<file path="src/rtl/pipe_pkg.sv">
// Shared constants for the skid-buffered pipeline register.
// Defaults and occupancy encoding used by pipe_skid_reg.
package pipe_pkg;

  localparam int DATA_W_DEF = 32;
  localparam int ZOB_DEF    = 1;

  localparam logic [1:0] OCC_EMPTY = 2'd0;
  localparam logic [1:0] OCC_ONE   = 2'd1;
  localparam logic [1:0] OCC_FULL  = 2'd2;

  function automatic logic [1:0] occ_enc(
    input logic m,
    input logic s
  );
    logic [1:0] r;
    r = OCC_EMPTY;
    unique case ({m, s})
      2'b10:   r = OCC_ONE;
      2'b11:   r = OCC_FULL;
      default: r = OCC_EMPTY;
    endcase
    return r;
  endfunction

endpackage

</file>
<file path="src/rtl/pipe_entry.sv">
// One held pipeline entry: valid bit plus data register.
// Ports: clk, rst, clr (valid only), ld, d -> valid, data.
module pipe_entry #(
  parameter int DATA_W = 32
) (
  input  logic              clk,
  input  logic              rst,
  input  logic              clr,
  input  logic              ld,
  input  logic [DATA_W-1:0] d,
  output logic              valid,
  output logic [DATA_W-1:0] data
);

  always_ff @(posedge clk) begin
    if (rst) begin
      valid <= 1'b0;
    end else if (clr) begin
      valid <= 1'b0;
    end else if (ld) begin
      valid <= 1'b1;
    end
  end

  // clr drops validity but keeps the payload visible
  always_ff @(posedge clk) begin
    if (rst) begin
      data <= '0;
    end else if (ld && !clr) begin
      data <= d;
    end
  end

endmodule

</file>
<file path="src/rtl/pipe_skid_reg.sv">
// Two-entry skid pipeline register with flush and stall counter.
// in_* upstream, out_* downstream, occupancy, stall_cnt status.
module pipe_skid_reg
  import pipe_pkg::*;
#(
  parameter int DATA_W         = DATA_W_DEF,
  parameter int ZERO_ON_BUBBLE = ZOB_DEF,
  parameter int CNT_W          = 16
) (
  input  logic              clk,
  input  logic              rst,
  input  logic              flush,
  input  logic              in_valid,
  output logic              in_ready,
  input  logic [DATA_W-1:0] in_data,
  output logic              out_valid,
  input  logic              out_ready,
  output logic [DATA_W-1:0] out_data,
  output logic [1:0]        occupancy,
  output logic [CNT_W-1:0]  stall_cnt
);

  logic              main_v;
  logic              skid_v;
  logic [DATA_W-1:0] main_d;
  logic [DATA_W-1:0] skid_d;

  logic              up;
  logic              dn;
  logic              main_ld_skid;
  logic              main_ld_in;
  logic              main_ld;
  logic              main_clr;
  logic              skid_ld;
  logic              skid_clr;
  logic              skid_nxt;
  logic [DATA_W-1:0] main_din;
  logic              rdy_q;

  assign up = in_valid & rdy_q & ~flush;
  assign dn = main_v & out_ready & ~flush;

  assign main_ld_skid = dn & skid_v;
  assign main_ld_in   = up & (~main_v | (dn & ~skid_v));
  assign main_ld      = main_ld_skid | main_ld_in;
  assign main_clr     = flush | (dn & ~skid_v & ~up);
  assign main_din     = main_ld_skid ? skid_d : in_data;

  assign skid_ld  = up & ~main_ld_in;
  assign skid_clr = flush | (main_ld_skid & ~skid_ld);

  always_comb begin
    skid_nxt = skid_v;
    if (skid_clr) begin
      skid_nxt = 1'b0;
    end else if (skid_ld) begin
      skid_nxt = 1'b1;
    end
  end

  pipe_entry #(.DATA_W(DATA_W)) u_main (
    .clk   (clk),
    .rst   (rst),
    .clr   (main_clr),
    .ld    (main_ld),
    .d     (main_din),
    .valid (main_v),
    .data  (main_d)
  );

  pipe_entry #(.DATA_W(DATA_W)) u_skid (
    .clk   (clk),
    .rst   (rst),
    .clr   (skid_clr),
    .ld    (skid_ld),
    .d     (in_data),
    .valid (skid_v),
    .data  (skid_d)
  );

  always_ff @(posedge clk) begin
    if (rst) begin
      rdy_q <= 1'b1;
    end else begin
      rdy_q <= ~skid_nxt;
    end
  end

  always_ff @(posedge clk) begin
    if (rst) begin
      stall_cnt <= '0;
    end else if (main_v && !out_ready && !(&stall_cnt)) begin
      stall_cnt <= stall_cnt + 1'b1;
    end
  end

  assign in_ready  = rdy_q;
  assign out_valid = main_v;
  assign occupancy = occ_enc(main_v, skid_v);

  generate
    if (ZERO_ON_BUBBLE != 0) begin : g_zob
      assign out_data = main_v ? main_d : '0;
    end else begin : g_hold
      assign out_data = main_d;
    end
  endgenerate

endmodule

</file>
<file path="config.mk">
export PLATFORM = sky130hd
export DESIGN_NAME = pipe_skid_reg
export DESIGN_NICKNAME = d
export VERILOG_FILES = /design/src/rtl/pipe_pkg.sv /design/src/rtl/pipe_entry.sv /design/src/rtl/pipe_skid_reg.sv
export SDC_FILE = /design/constraint.sdc
export NUM_CORES = 1
export LEC_CHECK = 0
export BUFFER_PORTS_ARGS = -buffer_cell sky130_fd_sc_hd__buf_2
export CORE_UTILIZATION = 55
export CTS_CLUSTER_SIZE = 28
export DETAILED_ROUTE_END_ITERATION = 16
export GPL_TIMING_DRIVEN = 0
export MAX_ROUTING_LAYER = met4
export PLACE_DENSITY = 0.82
export SYNTH_ARGS = -nofsm -noshare
export SYNTH_HDL_FRONTEND = slang
export SYNTH_HIERARCHICAL = 1
export SYNTH_SLANG_ARGS = --single-unit
</file>
<file path="constraint.sdc">
create_clock -name clk -period 2.8 [get_ports clk]
set_clock_uncertainty 0.1 [all_clocks]
set_input_delay 0.28 -clock clk [delete_from_list [all_inputs] [get_ports clk]]
set_output_delay 0.28 -clock clk [all_outputs]
set_load 0.1 [all_outputs]
</file>
Word-level counts from Yosys, hierarchy flattened
Index checks and enable logic that the tools add are counted.

Muxes and demuxes: 5. Reductions and logical operators: 10. $add $sub $neg: 1. Equality and inequality tests: 2. Bitwise logic cells: 21.

Operators with widths (number): $mux W32 (2); $add A16 B1 Y16 const B (1); $reduce_and A16 Y1 (1); $and A1 B1 Y1 (10); $not A1 Y1 (7); $eq A2 B2 Y1 const B (2); $logic_and A1 B1 Y1 (4); $logic_not A1 Y1 (4); $or A1 B1 Y1 (4); $pmux W2 S2 (1); $mux W1 (2); $reduce_or A2 Y1 (1).

Register bits after elaboration: 83. Logic and storage cells: 45. Input bits: 37. Output and inout bits: 52.

Depth between registers and ports, before layout
Depth after elaboration: 12. Mapped depth: 9. Mapped depth without buffers: 6.

Hierarchy
Netlist, hierarchy kept.

By module, submodules not included: pipe_entry (cells an instance 148, area an instance 1604.0 um2, times used 2, sequential area each 660.6 um2); pipe_skid_reg (cells an instance 189, area an instance 1522.7 um2, times used 1, sequential area each 340.3 um2).

Worst setup path before layout
Ideal clock, no wire load.

Kind: reg2reg. Start point: reg u_main.valid. End point: reg u_skid.data[0]. Period minus slack after synthesis: 3.598 ns. Buffers on the path: 3. Setup time: 0.067 ns. Arrival time: 3.431 ns. Cell stages (with the launch flop): 10. Required time: 2.633 ns. Setup slack: -0.798 ns. Path through: dfxtp_1 clkbuf_1 nand2_1 inv_1 nand3_1 clkbuf_1 a21oi_1 and2b_4 buf_6 o21ai_2.

Longest elaborated chain between the ends: 12. Elaborated cells between the ends (all ways): 14. Those cells by class: bitwise: 12; reduce/logical: 2.

RTL lines: start: declaration (RTL line pipe_entry.sv:11) `output logic valid,`; start signal: assignment (RTL line pipe_entry.sv:17) `valid <= 1'b0;`; start signal: assignment (RTL line pipe_entry.sv:19) `valid <= 1'b0;`; start signal: assignment (RTL line pipe_entry.sv:21) `valid <= 1'b1;`; $and A1 B1 Y1 (2 in a row) (RTL line pipe_skid_reg.sv:41) `assign dn = main_v & out_ready & ~flush;`; $and A1 B1 Y1 (RTL line pipe_skid_reg.sv:44) `assign main_ld_in = up & (~main_v | (dn & ~skid_v));`; $or A1 B1 Y1 (RTL line pipe_skid_reg.sv:44); $and A1 B1 Y1 (RTL line pipe_skid_reg.sv:44); $not A1 Y1 (RTL line pipe_skid_reg.sv:49) `assign skid_ld = up & ~main_ld_in;`; $and A1 B1 Y1 (RTL line pipe_skid_reg.sv:49); $not A1 Y1 (RTL line pipe_skid_reg.sv:50) `assign skid_clr = flush | (main_ld_skid & ~skid_ld);`; $and A1 B1 Y1 * (RTL line pipe_skid_reg.sv:50); $or A1 B1 Y1 * (RTL line pipe_skid_reg.sv:50); via skid_clr (RTL line pipe_skid_reg.sv:35) `logic skid_clr;`; $logic_not A1 Y1 * (RTL line pipe_entry.sv:29) `end else if (ld && !clr) begin`; $logic_and A1 B1 Y1 * (RTL line pipe_entry.sv:29); end signal: assignment (RTL line pipe_entry.sv:28) `data <= '0;`; end signal: assignment (RTL line pipe_entry.sv:30) `data <= d;`; end: declaration (RTL line pipe_entry.sv:12) `output logic [DATA_W-1:0] data`.

The timed path passes the listed nets; every way through them passes the cells marked *. A chain may end at the register's enable or synchronous reset.

Final worst setup path
Start point: reg u_main.valid. End point: reg u_skid.data[5].

The elaborated chain is that of the path after synthesis.

==> run_results.csv <==
group,metric,value,unit
drt,viasPerCell,5.90,
drt,drt_pre_antenna_iters,4,
global_route,grt_pass1_vias,3943,
synth,ys_seq_elements,83,
run,drv_cap,0,
power_and_ir_drop,p_int,1.75,mW
synth,synth_ff_type,"dfxtp_1",
synth,synth-edff-count,0,
final_layout,drive_gt1_share,39.5,%
worst_hold_path,hp-class,"in -> reg",
worst_setup_path,path_cells,"clkbuf_2, nand2_1, clkinvlp_4, nand3_2, clkbuf_2, a21oi_2, clkbuf_1, nand4bb_1, o21ai_2",
synth,synth_fp_nets,523,
worst_setup_path,crit_family,"buffers and inverters",
clock_tree,hold_buffers,0,
clock_tree,clockBufferDepth,2,
floorplan,rows,33,
sta,relSlewSlack,37.3,%
global_route,grtUsageTotal,27.6,%
clock_tree,insertion_delay,0.35,ns
sta,setup_ws,0.265,ns
synth,synthArstFlopShare,0,%
final_layout,area_delta_synth_final,16.9,%
floorplan,start_util,57.3,%
worst_setup_path,crit_path_frequent_cell,"clkbuf_2",
global_route,grt_max_degree,15,
power_and_ir_drop,clkPwrFrac,37.7,%
place,dpl_worst_slack,-0.266,ns
sta,finalSetupViolations,0,
clock_tree,htree_num_levels,3,
power_and_ir_drop,ir_drop,0.000219,V
clock_tree,cts_tree,"done",
synth,syn_avg_cell_area,9.75,µm²
final_layout,fillers,680,
sta,fmax,0.394,GHz
power_and_ir_drop,p_per_area,425,nW/µm²
drt,finalWirelength,11500,µm
sta,hold_viol,0,
sta,rsz0062_at_grt,"false",
clock_tree,clkTransAtPathRegs,0.09,ns
place,hpwl,7990,µm
worst_setup_path,cp_max_fo,10,
sta,setup_tns,0,ns
power_and_ir_drop,p_sw,0.598,mW
floorplan,io_pins,89,
synth,synth_warnings,6,
worst_setup_path,cp_data_arrival_time,2.67,ns
sta,finalCriticalPeriod,2.54,ns
worst_setup_path,crit_required,2.94,ns
global_route,antenna_found_initial,0,
synth,seq_area_frac_synth,35.1,%
final_layout,nNetsFinal,621,
clock_tree,cts_buffers,9,
power_and_ir_drop,p_leak,2.16,nW
worst_setup_path,ff2ff_path_depth,9,
worst_setup_path,r2r-end,"u_skid/data[5]",
place,io_buffers,87,
floorplan,die-area,8980,µm²
worst_setup_path,path_buf_inv,4,
drt,drc,0,
floorplan,die_h,94.7,µm
power_and_ir_drop,seq_power_share,51.3,%
synth,synth_area,4730,µm²
drt,drtIter0Drc,195,
run_status,status,"finished, final reports clean",
place,gp_congestion,0.854,
worst_hold_path,hold_depth,3,
worst_setup_path,timing.rr.start,"u_main/valid",
worst_setup_path,max_stage_delay,0.38,ns
drt,drtAntennaViolNets,0,
sta,period_share,90.5,%
worst_setup_path,crit_path_end_kind,"flip-flop",
drt,vias,4087,
sta,slew_violations,0,
clock_tree,root_buffer,"clkbuf_8",
worst_setup_path,startpoint_type,"flip-flop",
floorplan,die_w,94.7,µm
final_layout,diodes,0,
clock_tree,cts.sinks,83,
synth,synthCells,485,
sta,worst_pin_slew,0.935,ns
synth,yosysUniqueCellTypes,38,
worst_setup_path,r2r_setup_slack,0.26,ns
power_and_ir_drop,sw_frac_of_total,25.5,%
drt,detail_route.wl_per_cell,16.5,µm
power_and_ir_drop,power_frac_comb,10.9,%
floorplan,coreArea,8260,µm²
worst_hold_path,min_from,"in_data[2]",
worst_hold_path,hold_end,"u_skid/data[2]",
worst_setup_path,crit_type,"reg -> reg",
worst_setup_path,slowest_stage,"dfxtp_4",
global_route,overflow,0,
global_route,grt_pass1_wl,18900,µm
tightest hold or removal path, stage by stage:
cell	delay, ns
buf_2	0.09
nand4bb_1	0.11
o21ai_2	0.06
metrics by stage:
step / utilization (%) / instances / total power [mW] / hold slack (ns) / area [µm²]
global route: 67.0 / 693 / 2.44 / 0.109 / 5530
detailed placement: 64.3 / 677 / 1.49 / 0.355 / 5310
floorplan: - / 485 / 1.41 / 0.337 / 4750
global placement: 64.3 / 677 / 1.48 / 0.350 / 5310
finish: 67.0 / 693 / 2.35 / 0.119 / 5530
CTS: 66.9 / 693 / 2.37 / 0.111 / 5530
final cells by class:
| cell class | count | area (µm²) | area share, % |
|---|---|---|---|
| Multi-Input combinational cell | 353 | 2840 | 51.3 |
| Sequential cell | 83 | 1670 | 30.1 |
| Timing Repair Buffer | 87 | 435 | 7.88 |
| Buffer | 42 | 224 | 4.05 |
| Clock buffer | 11 | 141 | 2.56 |
| Tap cell | 105 | 131 | 2.38 |
| Clock inverter | 5 | 62.6 | 1.13 |
| Inverter | 7 | 30.0 | 0.543 |
flip-flops by register name, summed over array words and instances (netlist names):
| name | flops |
|---|---|
| in_ready | 1 |
| stall_cnt | 16 |
| u_main/data | 32 |
| u_main/valid | 1 |
| u_skid/data | 32 |
| u_skid/valid | 1 |
metal layers:
layer,track usage (%),wire [µm]
met5,-,0
met1,34.4,5120
met3,3.78,576
met4,9.97,225
met2,45.6,5540
power groups by stage:
stage	logic, mW	registers (mW)	clock network [mW]
after floorplan	0.169	1.24	0
after global placement	0.249	1.23	0
after detailed placement	0.253	1.23	0
after CTS	0.255	1.21	0.904
after global routing	0.275	1.21	0.952
final	0.256	1.21	0.887
repair_timing:
action | in CTS | in global routing
setup buffers | 0 | 0
gates resized for setup | 2 | 4
setup endpoints to repair | 33 | 30
endpoints found under the hold margin | 0 | 0
pin swaps | 0 | 0
how the worst max path moves through the flow:
stage                  from              end  slack [ns]  cells past startpoint
3_5_place_dp   u_main/valid  u_skid/data[30]       -0.27                      6
4_1_cts        u_main/valid   u_skid/data[5]        0.07                      9
3_3_place_gp   u_main/valid   u_skid/data[3]       -0.32                      6
5_1_grt        u_main/valid  u_skid/data[15]        0.09                      9
6_report       u_main/valid   u_skid/data[5]        0.26                      9
2_1_floorplan  stall_cnt[2]    stall_cnt[15]        0.08                      4
cell usage in the layout, fill, tap and decap left out, types with 2 or more instances in the layout:
cell type,n
dfxtp_1,81
or3_1,5
nand2_1,11
nor2b_1,6
inv_1,6
clkinv_4,2
and3_1,5
or3_2,2
nor4_1,5
nand3_1,4
clkbuf_1,20
nor3_1,6
buf_6,6
clkbuf_8,10
o21ai_2,60
clkbuf_2,3
a211oi_1,2
o21ai_0,8
nand2b_1,65
nand4_1,5
and2_1,32
a21oi_1,8
nand4bb_1,64
buf_2,101
and2b_4,2
o21ai_1,4
mux2_2,34
or4_1,3
clkinvlp_4,3
nor2_1,8
synthesized netlist by cell type, types with 2 or more instances:
master,count,area share [%]
a211oi_1,2,0.32
a21oi_1,9,0.95
and2_1,32,4.2
and2b_4,2,0.42
and3_1,5,0.66
buf_2,14,1.5
buf_6,6,1.4
clkbuf_1,22,1.7
dfxtp_1,83,35
inv_1,7,0.56
mux2_2,34,8.1
nand2_1,11,0.87
nand2b_1,65,8.6
nand3_1,5,0.53
nand4_1,5,0.66
nand4bb_1,64,15
nor2_1,8,0.63
nor2b_1,6,0.79
nor3_1,6,0.63
nor4_1,5,0.66
o21ai_0,8,0.85
o21ai_1,4,0.42
o21ai_2,60,11
or3_1,5,0.66
or3_2,2,0.32
or4_1,3,0.48
logic make-up (layout without fill, tap and decap cells):
kind of cell | after synthesis | in the layout | synth area share, %
DFF | 83 | 83 | 35.1
muxes | 35 | 35 | 8.30
buffers and inverters | 49 | 152 | 5.21
and+or+nand+nor | 229 | 229 | 36.6
adders and majority gates | 1 | 1 | 0.264
AOI/OAI and AO/OA | 88 | 88 | 14.5
No activity file was read; power rests on OpenSTA's default activity.
